[config.mk]
export PLATFORM = sky130hd
export DESIGN_NAME = mem_responder_flat
export DESIGN_NICKNAME = d
export VERILOG_FILES = /design/src/rtl/mem_responder_if.sv /design/src/rtl/mem_responder.sv /design/src/flat_wrapper.sv
export SDC_FILE = /design/constraint.sdc
export NUM_CORES = 1
export LEC_CHECK = 0
export BUFFER_PORTS_ARGS = -buffer_cell sky130_fd_sc_hd__buf_2
export CORE_MARGIN = 4
export CORE_UTILIZATION = 38
export DETAILED_ROUTE_END_ITERATION = 6
export PLACE_DENSITY_LB_ADDON = 0.25
export REMOVE_ABC_BUFFERS = 1
export SYNTH_ARGS = -nofsm -noshare
export SYNTH_HDL_FRONTEND = slang
export SYNTH_SLANG_ARGS = --single-unit
[constraint.sdc]
create_clock -name clk -period 2.8 [get_ports clk]
set_input_delay 0.42 -clock clk [delete_from_list [all_inputs] [get_ports clk]]
set_output_delay 0.42 -clock clk [all_outputs]
set_load 0.005 [all_outputs]
[src/rtl/mem_responder_if.sv]
`default_nettype none
// ----------------------------------------------------------------------------
// mem_responder_if : CPU request/response bundle for mem_responder
// Rev 1.0
// ----------------------------------------------------------------------------
interface mem_responder_if #(
  parameter int ADDR_W = 4,
  parameter int DATA_W = 8
);
  logic              cs;
  logic              we;
  logic [ADDR_W-1:0] addr;
  logic [DATA_W-1:0] wdata;
  logic [DATA_W-1:0] rdata;
  logic              ready;
  logic              busy;

  modport master (
    output cs, we, addr, wdata,
    input  rdata, ready, busy
  );

  modport slave (
    input  cs, we, addr, wdata,
    output rdata, ready, busy
  );
endinterface
`default_nettype wire

[src/rtl/mem_responder.sv]
`default_nettype none
// ----------------------------------------------------------------------------
// mem_responder : register-array memory answering CPU requests after WAIT_CYCLES
// Rev 1.0
// ----------------------------------------------------------------------------
module mem_responder #(
  parameter int ADDR_W      = 4,
  parameter int DATA_W      = 8,
  parameter int WAIT_CYCLES = 1
) (
  input  wire logic      clk,
  input  wire logic      rst_n,
  mem_responder_if.slave bus
);

  localparam int         c_DEPTH    = 1 << ADDR_W;
  localparam bit         c_NO_WAIT  = (WAIT_CYCLES == 0);
  localparam logic [2:0] c_CNT_LOAD = 3'((WAIT_CYCLES > 0) ? WAIT_CYCLES - 1 : 0);

  localparam logic [1:0] c_IDLE = 2'd0;
  localparam logic [1:0] c_WAIT = 2'd1;
  localparam logic [1:0] c_RESP = 2'd2;

  logic [1:0]        r_state;
  logic [2:0]        r_cnt;
  logic              r_we;
  logic [ADDR_W-1:0] r_addr;
  logic [DATA_W-1:0] r_wdata;
  logic [DATA_W-1:0] r_mem [c_DEPTH];
  logic [DATA_W-1:0] r_rdata;

  logic              w_accept;
  logic              w_enter_resp;
  logic              w_req_we;
  logic [ADDR_W-1:0] w_req_addr;
  logic [DATA_W-1:0] w_req_wdata;

  assign w_accept = (r_state == c_IDLE) && bus.cs;

  // With no wait states RESP is entered on the accepting edge, so the commit
  // must use the live request rather than the not-yet-latched copy.
  assign w_req_we    = (r_state == c_IDLE) ? bus.we    : r_we;
  assign w_req_addr  = (r_state == c_IDLE) ? bus.addr  : r_addr;
  assign w_req_wdata = (r_state == c_IDLE) ? bus.wdata : r_wdata;

  assign w_enter_resp = (w_accept && c_NO_WAIT) ||
                        ((r_state == c_WAIT) && (r_cnt == 3'd0));

  always_ff @(posedge clk or negedge rst_n) begin
    if (!rst_n) begin
      r_state <= c_IDLE;
      r_cnt   <= 3'd0;
      r_we    <= 1'b0;
      r_addr  <= '0;
      r_wdata <= '0;
    end else begin
      case (r_state)
        c_IDLE: begin
          if (bus.cs) begin
            r_we    <= bus.we;
            r_addr  <= bus.addr;
            r_wdata <= bus.wdata;
            r_cnt   <= c_CNT_LOAD;
            r_state <= c_NO_WAIT ? c_RESP : c_WAIT;
          end
        end
        c_WAIT: begin
          if (r_cnt == 3'd0) begin
            r_state <= c_RESP;
          end else begin
            r_cnt <= r_cnt - 3'd1;
          end
        end
        c_RESP:  r_state <= c_IDLE;
        default: r_state <= c_IDLE;
      endcase
    end
  end

  always_ff @(posedge clk or negedge rst_n) begin
    if (!rst_n) begin
      for (int i = 0; i < c_DEPTH; i++) begin
        r_mem[i] <= '0;
      end
    end else if (w_enter_resp && w_req_we) begin
      r_mem[w_req_addr] <= w_req_wdata;
    end
  end

  always_ff @(posedge clk or negedge rst_n) begin
    if (!rst_n) begin
      r_rdata <= '0;
    end else if (w_enter_resp && !w_req_we) begin
      r_rdata <= r_mem[w_req_addr];
    end
  end

  assign bus.rdata = r_rdata;
  assign bus.ready = (r_state == c_RESP);
  assign bus.busy  = (r_state != c_IDLE);

endmodule
`default_nettype wire

[src/flat_wrapper.sv]
// flat-port wrapper written by rule: the top's interface ports become plain ports
module mem_responder_flat 
#(
  parameter int ADDR_W      = 4,
  parameter int DATA_W      = 8,
  parameter int WAIT_CYCLES = 1
)
  (clk, rst_n, bus_cs, bus_we, bus_addr, bus_wdata, bus_rdata, bus_ready, bus_busy);
  mem_responder_if #(.ADDR_W(ADDR_W), .DATA_W(DATA_W)) bus_i ();
  input  wire logic clk;
  input  wire logic rst_n;
  input wire logic [$bits(bus_i.cs)-1:0] bus_cs;
  input wire logic [$bits(bus_i.we)-1:0] bus_we;
  input wire logic [$bits(bus_i.addr)-1:0] bus_addr;
  input wire logic [$bits(bus_i.wdata)-1:0] bus_wdata;
  output wire logic [$bits(bus_i.rdata)-1:0] bus_rdata;
  output wire logic [$bits(bus_i.ready)-1:0] bus_ready;
  output wire logic [$bits(bus_i.busy)-1:0] bus_busy;
  assign bus_i.cs = bus_cs;
  assign bus_i.we = bus_we;
  assign bus_i.addr = bus_addr;
  assign bus_i.wdata = bus_wdata;
  assign bus_rdata = bus_i.rdata;
  assign bus_ready = bus_i.ready;
  assign bus_busy = bus_i.busy;
  mem_responder #(.ADDR_W(ADDR_W), .DATA_W(DATA_W), .WAIT_CYCLES(WAIT_CYCLES)) u_core (.clk(clk), .rst_n(rst_n), .bus(bus_i));
endmodule
== Word level (Yosys, flattened, before mapping) ==
Index checks and enable logic that the tools add are counted.

* Register bits after elaboration: 154
* Input port bits: 16
* Word-level logic and storage cells: 58

* Add/sub/neg operators: 1
* Order comparisons: 2
* Equal/unequal tests: 5
* Muxes and demuxes: 15
* Bitwise gates (word level): 1
* Reductions and logical operators: 12

{| class="wikitable"
|+ Operators by type and width
! cell !! number
|-
| bitwise mux 128 bit || 1
|-
| binary-select mux 8 bit (select 4 bit) || 1
|-
| demux 8 bit (select 4 bit) || 1
|-
| 2-to-1 mux 8 bit || 4
|-
| 2-to-1 mux 3 bit || 2
|-
| inequality test 2 bit (second input constant) || 3
|-
| one-hot mux 3 bit (2 select lines) || 1
|-
| >= comparator 5 bit (second input constant) || 1
|-
| < comparator 5 x 1 -> 1 bit (second input constant) || 1
|-
| NOT 4 -> 5 bit || 1
|-
| logical AND 1 bit || 4
|-
| 2-to-1 mux 2 bit || 2
|-
| 2-to-1 mux 4 bit || 1
|-
| one-hot mux 2 bit (2 select lines) || 1
|-
| AND reduction 2 bit || 2
|-
| nonzero test 2 bit || 2
|-
| zero test 3 bit || 1
|-
| AND reduction 3 bit || 1
|-
| subtractor 3 x 1 -> 3 bit (second input constant) || 1
|-
| equality test 2 x 1 -> 1 bit (second input constant) || 1
|-
| equality test 2 bit (second input constant) || 1
|-
| zero test 2 bit || 1
|-
| zero test 1 bit || 1
|-
| 2-to-1 mux 1 bit || 1
|}

== Depth between registers and ports, before layout ==
Gate-level depths: netlist of the first run.

* Depth after elaboration: 8
* Depth in mapped cells: 10
* Gate-level depth less buffers: 8

== Least setup slack after synthesis of the first run ==
OpenSTA, ideal clock, no wires.

* Path type: reg-to-reg
* Start: register u_core.r_state[1]
* End: register u_core.r_mem[102] (netlist bit)
* Library setup time: 0.129 ns
* Arrival: 1.801 ns
* Data required time: 2.671 ns
* Slack: 0.870 ns
* Stages on the path, launching flop included: 7
* Path buffers: 3
* Period minus slack after synthesis: 1.930 ns
* Cells stage by stage: dfrtp_1 -> buf_6 -> nor2_8 -> buf_6 -> mux2i_1 -> buf_2 -> a21oi_1

* Word-level cells in the longest chain between the ends: 8

{| class="wikitable"
|+ Ends and longest elaborated chain
! item !! line !! source
|-
| from (decl) || mem_responder.sv:24 || <nowiki>logic [1:0] r_state;</nowiki>
|-
| from (signal assigned) || mem_responder.sv:51 || <nowiki>r_state <= c_IDLE;</nowiki>
|-
| from (signal assigned) || mem_responder.sv:64 || <nowiki>r_state <= c_NO_WAIT ? c_RESP : c_WAIT;</nowiki>
|-
| from (signal assigned) || mem_responder.sv:69 || <nowiki>r_state <= c_RESP;</nowiki>
|-
| zero test 2 bit || mem_responder.sv:42, mem_responder.sv:43, mem_responder.sv:44 ||
|-
| 2-to-1 mux 4 bit || mem_responder.sv:43 || <nowiki>assign w_req_addr = (r_state == c_IDLE) ? bus.addr : r_addr;</nowiki>
|-
| NOT 4 -> 5 bit (not written as such) || mem_responder.sv:86 || <nowiki>r_mem[w_req_addr] <= w_req_wdata;</nowiki>
|-
| >= comparator 5 bit (not written as such) / < comparator 5 x 1 -> 1 bit (equally long branches) || mem_responder.sv:86 ||
|-
| logical AND 1 bit (not written as such) || mem_responder.sv:86 ||
|-
| 2-to-1 mux 8 bit (not written as such) || mem_responder.sv:86 ||
|-
| demux 8 bit (select 4 bit) || mem_responder.sv:86 ||
|-
| bitwise mux 128 bit || mem_responder.sv:86 ||
|-
| to (signal, indexed assignment) || mem_responder.sv:86 ||
|-
| to (decl) || mem_responder.sv:29 || <nowiki>logic [DATA_W-1:0] r_mem [c_DEPTH];</nowiki>
|}

Parallel ways exist; a longest one is shown, timed or not.
A chain may end at the register's enable or synchronous reset.

== Final worst setup path of the first run ==
* Start: register u_core.r_state[0]
* End: register u_core.r_rdata[4], in the netlist u_core.bus.rdata[4]

* Word-level cells in the longest chain between the ends: 6

{| class="wikitable"
|+ Ends and longest elaborated chain
! item !! line !! source
|-
| zero test 2 bit || mem_responder.sv:42, mem_responder.sv:43 ||
|-
| 2-to-1 mux 4 bit || mem_responder.sv:43 ||
|-
| NOT 4 -> 5 bit (not written as such) || mem_responder.sv:94 || <nowiki>r_rdata <= r_mem[w_req_addr];</nowiki>
|-
| binary-select mux 8 bit (select 4 bit) || mem_responder.sv:94 ||
|-
| 2-to-1 mux 8 bit (not written as such) (2 in series) || mem_responder.sv:94 ||
|-
| to (signal assigned) || mem_responder.sv:94 ||
|-
| to (decl) || mem_responder.sv:30 || <nowiki>logic [DATA_W-1:0] r_rdata;</nowiki>
|}

Parallel ways exist; a longest one is shown, timed or not. The select of a mux whose other input is x is not followed.

==> results of run 1 <==
==> worst paths after layout <==
check | depth (start not counted) | start | endpoint
worst max-delay path | 7 | u_core.r_state[0]$_DFFE_PN0P_ | u_core.bus.rdata[4]$_DFFE_PN0P_
worst min-delay path | 1 | rst_n | u_core.r_wdata[7]$_DFFE_PN0P_
worst max register to register | 7 | u_core.r_state[0]$_DFFE_PN0P_ | u_core.bus.rdata[4]$_DFFE_PN0P_
worst min register to register | 2 | u_core.r_cnt[2]$_DFFE_PN0P_ | u_core.r_cnt[2]$_DFFE_PN0P_
max in group asynchronous | 2 | rst_n | u_core.r_mem[104]$_DFFE_PN0P_
min in group clk | 2 | bus_we | u_core.r_we$_DFFE_PN0P_
==> report_power, final <==
part / switching (mW) / internal (mW) / leakage, nW / total [mW]
clock network: 0.896 / 1.42 / 0.283 / 2.32
registers: 0.597 / 3.22 / 2.00 / 3.82
logic: 1.34 / 0.933 / 1.27 / 2.27
==> state kept, by name, summed over array words and instances (netlist names) <==
name,cells
u_core.r_cnt,3
u_core.r_addr,4
u_core.r_mem,128
u_core.r_we,1
u_core.r_state,2
u_core.bus.rdata,8
u_core.r_wdata,8
==> per-stage QoR <==
stage / hold slack (ns) / util (%) / worst slack [ns]
finish: -0.0371 / 43.0 / 0.203
global route: 0.0153 / 43.0 / 0.0707
CTS: 0.00955 / 42.9 / 0.0217
detailed placement: 0.462 / 39.7 / 0.0258
global placement: 0.457 / 39.7 / 0.130
floorplan: 0.124 / - / 0.504
==> layout by cell type (no fill, tap or decap), types with 4 or more instances in the layout <==
master and n:
inv_1 7, nor2_8 10, buf_4 21, a21oi_1 157
a31oi_4 4, a21oi_2 12, a22oi_1 64, mux2_2 13
nand2_1 4, nor2_1 137, nor4_1 8, dfrtp_1 154
mux2i_1 7, buf_2 24, clkbuf_16 17, nor2_4 7
==> final cells by class <==
cell class	count	area, um^2	area share, %
Sequential cell	154	3850	48.1
Multi-Input combinational cell	459	2910	36.3
Clock buffer	21	450	5.62
Timing Repair Buffer	48	329	4.11
Tap cell	234	293	3.65
Clock inverter	11	145	1.81
Inverter	8	32.5	0.406
==> cells by family after synthesis <==
group	Yosys count
buf+inv	54
compound gates	247
flops	154
mux	21
fa+ha+maj	2
simple gates	187
==> routing by layer <==
metal,GRT usage [%],vias to the layer above,share of wire (%)
met3,3.61,38,4.4
met2,27.6,129,49
met4,7.60,0,3.2
li1,-,2420,-
met5,0,-,0
met1,22.9,2480,43
==> results.ini, run 1 <==
[run_status]
outcome = finished, violations left
violations = hold timing

[worst_setup_path]
cp_max_fo = 19
critPathKind = register to register
path_cells = nor2_8, buf_4, nor3_2, a31oi_4, a21oi_1, nor4_1, a21oi_1
slowest_stage = dfrtp_1
cpMostUsedCell = a21oi_1
start_kind = register
path_delay_family = compound AO/OA/AOI/OAI gates
worstPathRequired_ns = 3.11
slowest_delay_ns = 0.52
worst_ep_arrival_time_ns = 2.90
crit_buf_inv = 1
endpoint_kind = register
rrSetupSlack_ns = 0.20

[logic_synthesis]
synth_compound_area_share_pct = 21.8
yosysSeqAreaShare_pct = 53.5
synth-xor-area-share_pct = 0
synthSimpleGateAreaFrac_pct = 14.8
synth_common_cells = a21oi_1, dfrtp_1, nor2_1
synth_cells = 665
yosys_warnings = 0
synth_area_leaders = dfrtp_1, a21oi_1, nor2_1
synth_top_area_cell = dfrtp_1
async_flop_share_pct = 100
ys_ff_latch = 154
synthAdderAreaFrac_pct = 0.348
ys_types = 40
synthMuxAreaShare_pct = 3.15
synth_ff_type = dfrtp_1
yosysTopAreaCellShare_pct = 53.5
syn_area_per_cell_um2 = 10.8
synth-edff-count = 0
syn_area_um2 = 7200
synth_top_family_by_area = compound AO/OA/AOI/OAI gates
yosysMostFrequentCell = a21oi_1

[timing]
setup_violations = 0
fmax_ghz = 0.385
slew_violations = 0
slew_headroom_pct = 24.4
tightest_slew_ns = 1.13
hold_viol = 15
tns_ns = 0
fin_skew_ns = 0.00894
holdWs_ns = -0.0371
post-route-period-util_pct = 92.7
rsz0062_at_grt = false
period_minus_slack_ns = 2.60

[die]
core_area_um2 = 18600
num_rows = 50
start_util_pct = 38.6
chipHeight_um = 146
ios = 26
die_area_um2 = 21200
fp.dieW_um = 146

[cts]
cts_root_buf = clkbuf_16
clkLatencyLatePin_ns = 0.43
cts_buffer_depth = 2
post_cts.repair.setup_buffers = 0
h-tree-depth = 4
cts_tree = done
ctsResizeCount = 0
clkTransAtPathRegs_ns = 0.06
cts_made_buffers = 17
cts_num_sinks = 154
cts_hold_buf = 0

[worst_hold_path]
hold_path.class = input pin to async pin

[global_routing]
grt_pass1_vias = 5191
grt_max_degree = 68
grt_usage_pct = 17.3
antenna_found_initial = 0
grt_pass1_wl_um = 28600
globalRouteOverflowTotal = 0

[routing]
vias = 5067
dr.first_iter.drc_count = 376
dr.pass1.iters = 5
vias_per_cell = 5.42
ant_nets = 0
wl_um = 18200
drcViolationCount = 0
wl_per_cell_um = 19.5

[pwr]
ir_worst_vdd_uv = 416
leakage_nw = 3.56
power.density_nw_per_um2 = 1050
p_total_mw = 8.40

[run]
drv_cap = 0

[finish]
fin_cells = 935
syn_to_final_growth_pct = 11.3
post-route-cell-area_um2 = 8020
nets = 706
diodes = 0
layout-drive-gt1-share_pct = 20.4
fillers = 1790

[placed_design]
dp_hpwl_um = 11600
place_area_um2 = 7400
portBuffers = 25
gp_congestion = 0.792
dpl.cell_count = 901

Power figures use the tool's default switching activity.
==> inputs of run 2 (changes only) <==
Settings changed: REMOVE_ABC_BUFFERS 1 to default.
==> results.ini, run 2 (same netlist as run 1, synthesis figures left out) <==
[placed_design]
dp_hpwl_um = 11400  ; was 11600 um
gp_congestion = 0.789  ; was 0.792
portBuffers = 25  ; unchanged
pre_cts_slack_ns = 0.252  ; was 0.0258 ns

[timing]
tns_ns = 0  ; unchanged
slew_headroom_pct = 28.6  ; was 24.4%
tightest_slew_ns = 1.07  ; was 1.13 ns
setup_violations = 0  ; unchanged
finalWorstSetupSlack_ns = 0.240  ; was 0.203 ns
rsz0062_at_grt = false  ; unchanged
post-route-period-util_pct = 91.4  ; was 92.7%
slew_violations = 0  ; unchanged
fin_skew_ns = 0.0122  ; was 0.00894 ns
period_minus_slack_ns = 2.56  ; was 2.60 ns
hold_viol = 0  ; was 15
fmax_ghz = 0.391  ; was 0.385 GHz

[pwr]
p_int_mw = 5.63  ; was 5.57 mW
power_frac_comb_pct = 26.7  ; was 27.0%
power.density_nw_per_um2 = 1050  ; about the same
leakage_nw = 3.56  ; about the same
pwr-share-clk_pct = 28.1  ; was 27.6%
p_seq_share_pct = 45.2  ; was 45.4%
p_sw_mw = 2.80  ; was 2.83 mW
switching_share_pct = 33.2  ; was 33.7%
ir_worst_vdd_uv = 441  ; was 416 uV

[worst_setup_path]
critPathKind = register to register  ; unchanged
cpMostUsedCell = a21oi_1  ; unchanged
critical_path.startpoint = u_core.r_state[1]$_DFFE_PN0P_  ; was u_core.r_state[0]$_DFFE_PN0P_
worstPathRequired_ns = 3.16  ; was 3.11 ns
ff2ff_path_depth = 6  ; was 7
slowest_delay_ns = 0.86  ; was 0.52 ns
crit_end = u_core.bus.rdata[3]$_DFFE_PN0P_  ; was u_core.bus.rdata[4]$_DFFE_PN0P_
rrSetupSlack_ns = 0.24  ; was 0.20 ns
slowest_stage = o21ai_4  ; was dfrtp_1
timing.rr.end = u_core.bus.rdata[3]$_DFFE_PN0P_  ; was u_core.bus.rdata[4]$_DFFE_PN0P_
worstReg2RegStart = u_core.r_state[1]$_DFFE_PN0P_  ; was u_core.r_state[0]$_DFFE_PN0P_
path_cells = nor2_8, o21ai_4, a22oi_1, a21oi_1, nor4_1, a21oi_1  ; was nor2_8, buf_4, nor3_2, a31oi_4, a21oi_1, nor4_1, a21oi_1
start_kind = register  ; unchanged
endpoint_kind = register  ; unchanged
worst_ep_arrival_time_ns = 2.92  ; was 2.90 ns
cp_max_fo = 33  ; was 19

[finish]
final_common_cell = a21oi_1  ; unchanged
final_cell_mix = a21oi_1, dfrtp_1, nor2_1, a22oi_1, buf_2  ; unchanged
largest_reg_flops = 128  ; unchanged
diodes = 0  ; unchanged
syn_to_final_growth_pct = 11.7  ; was 11.3%
nets = 706  ; unchanged
layout-drive-gt1-share_pct = 20.4  ; about the same
fillers = 1762  ; was 1790
post-route-util_pct = 43.2  ; was 43.0%
regMostFlops = u_core.r_mem  ; unchanged

[routing]
vias = 5041  ; was 5067
dr.pass1.iters = 5  ; unchanged
dr.first_iter.drc_count = 440  ; was 376
ant_nets = 0  ; unchanged
drcViolationCount = 0  ; unchanged
vias_per_cell = 5.40  ; was 5.42
wl_um = 17200  ; was 18200 um
wl_per_cell_um = 18.4  ; was 19.5 um

[cts]
ctsResizeCount = 0  ; unchanged
cts_num_sinks = 154  ; unchanged
h-tree-depth = 4  ; unchanged
cts_tree = done  ; unchanged
clkTransAtPathRegs_ns = 0.06  ; about the same
clkLatencyLatePin_ns = 0.43  ; about the same
cts_made_buffers = 17  ; unchanged
cts_buffer_depth = 2  ; unchanged
cts_root_buf = clkbuf_16  ; unchanged

[die]
die_area_um2 = 21200  ; unchanged
chipHeight_um = 146  ; unchanged
start_util_pct = 38.6  ; unchanged
fp.dieW_um = 146  ; unchanged
num_rows = 50  ; unchanged
ios = 26  ; unchanged
core_area_um2 = 18600  ; unchanged

[worst_hold_path]
hold_path.class = input pin to register  ; was input pin to async pin
hold_path_startpoint = bus_we

[global_routing]
grt_max_degree = 69  ; was 68
globalRouteOverflowTotal = 0  ; unchanged
antenna_found_initial = 0  ; unchanged
grt_pass1_wl_um = 28100  ; was 28600 um
grt_usage_pct = 16.8  ; was 17.3%
grt_pass1_vias = 5180  ; was 5191

[run]
drv_cap = 0  ; unchanged

[logic_synthesis]
synth_nets = 683

[run_status]
outcome = completed  ; was finished, violations left

## run 2: cell count changes in the layout (fill, tap and decap cells not counted), sizes merged
cell and change:
clkinv -2, o31ai -1, clkbuf +1, o21ai -1, dlygate4sd3 +1, buf +1
## run 2: worst min path at each step
stage	to	cells past startpoint
final	u_core.r_we$_DFFE_PN0P_	2
after global routing	u_core.r_we$_DFFE_PN0P_	2
after CTS	u_core.r_we$_DFFE_PN0P_	2
after detailed placement	u_core.r_mem[118]$_DFFE_PN0P_	1
after global placement	u_core.bus.rdata[4]$_DFFE_PN0P_	1
after floorplan	u_core.bus.rdata[0]$_DFFE_PN0P_	0
## run 2: timing repair
item,4_1_cts,5_1_grt
endpoints found under the setup margin,0,0
setup buffers,0,0
hold endpoints to repair,21,0
hold buffers,1,0
## run 2: cell type report
type	count	area [um^2]	share of cell area (%)
Timing Repair Buffer	50	359	4.46
Clock inverter	9	139	1.73
Tap cell	234	293	3.64
Sequential cell	154	3850	47.9
Clock buffer	22	474	5.89
Multi-Input combinational cell	457	2890	36.0
Inverter	8	32.5	0.404
## run 2: worst max-delay path, delay by kind of cell, from the launching register on
family | cells | cell delay [ns]
and+or+nand+nor | 2 | 0.24
DFF | 1 | 0.63
AOI/OAI and AO/OA | 4 | 1.62
## run 2: layer usage
layer  GRT usage [%]  routed length (um)  up-vias
li1                -                   -     2402
met1            22.4                7600     2484
met2            27.4                8520      131
met3            2.99                 733       24
met4            6.55                 347        0
met5               0                   0        -
## run 2: metrics by stage
stage | hold WS [ns] | total power, mW | area [um^2] | instances
floorplan | 0.124 | 5.38 | 7200 | 665
global placement | 0.295 | 5.97 | 7420 | 902
detailed placement | 0.296 | 6.08 | 7420 | 902
CTS | 0.209 | 8.49 | 8050 | 934
global route | 0.219 | 8.99 | 8050 | 934
finish | 0.229 | 8.43 | 8050 | 934
## run 2: power by group through the flow
stage                     Combinational (mW)  Clock (mW)  Sequential [mW]
after CTS                               2.27        2.42             3.80
after detailed placement                2.26           0             3.82
after global routing                    2.55        2.52             3.92
after floorplan                         1.71           0             3.67
after global placement                  2.18           0             3.79
final                                   2.26        2.37             3.81
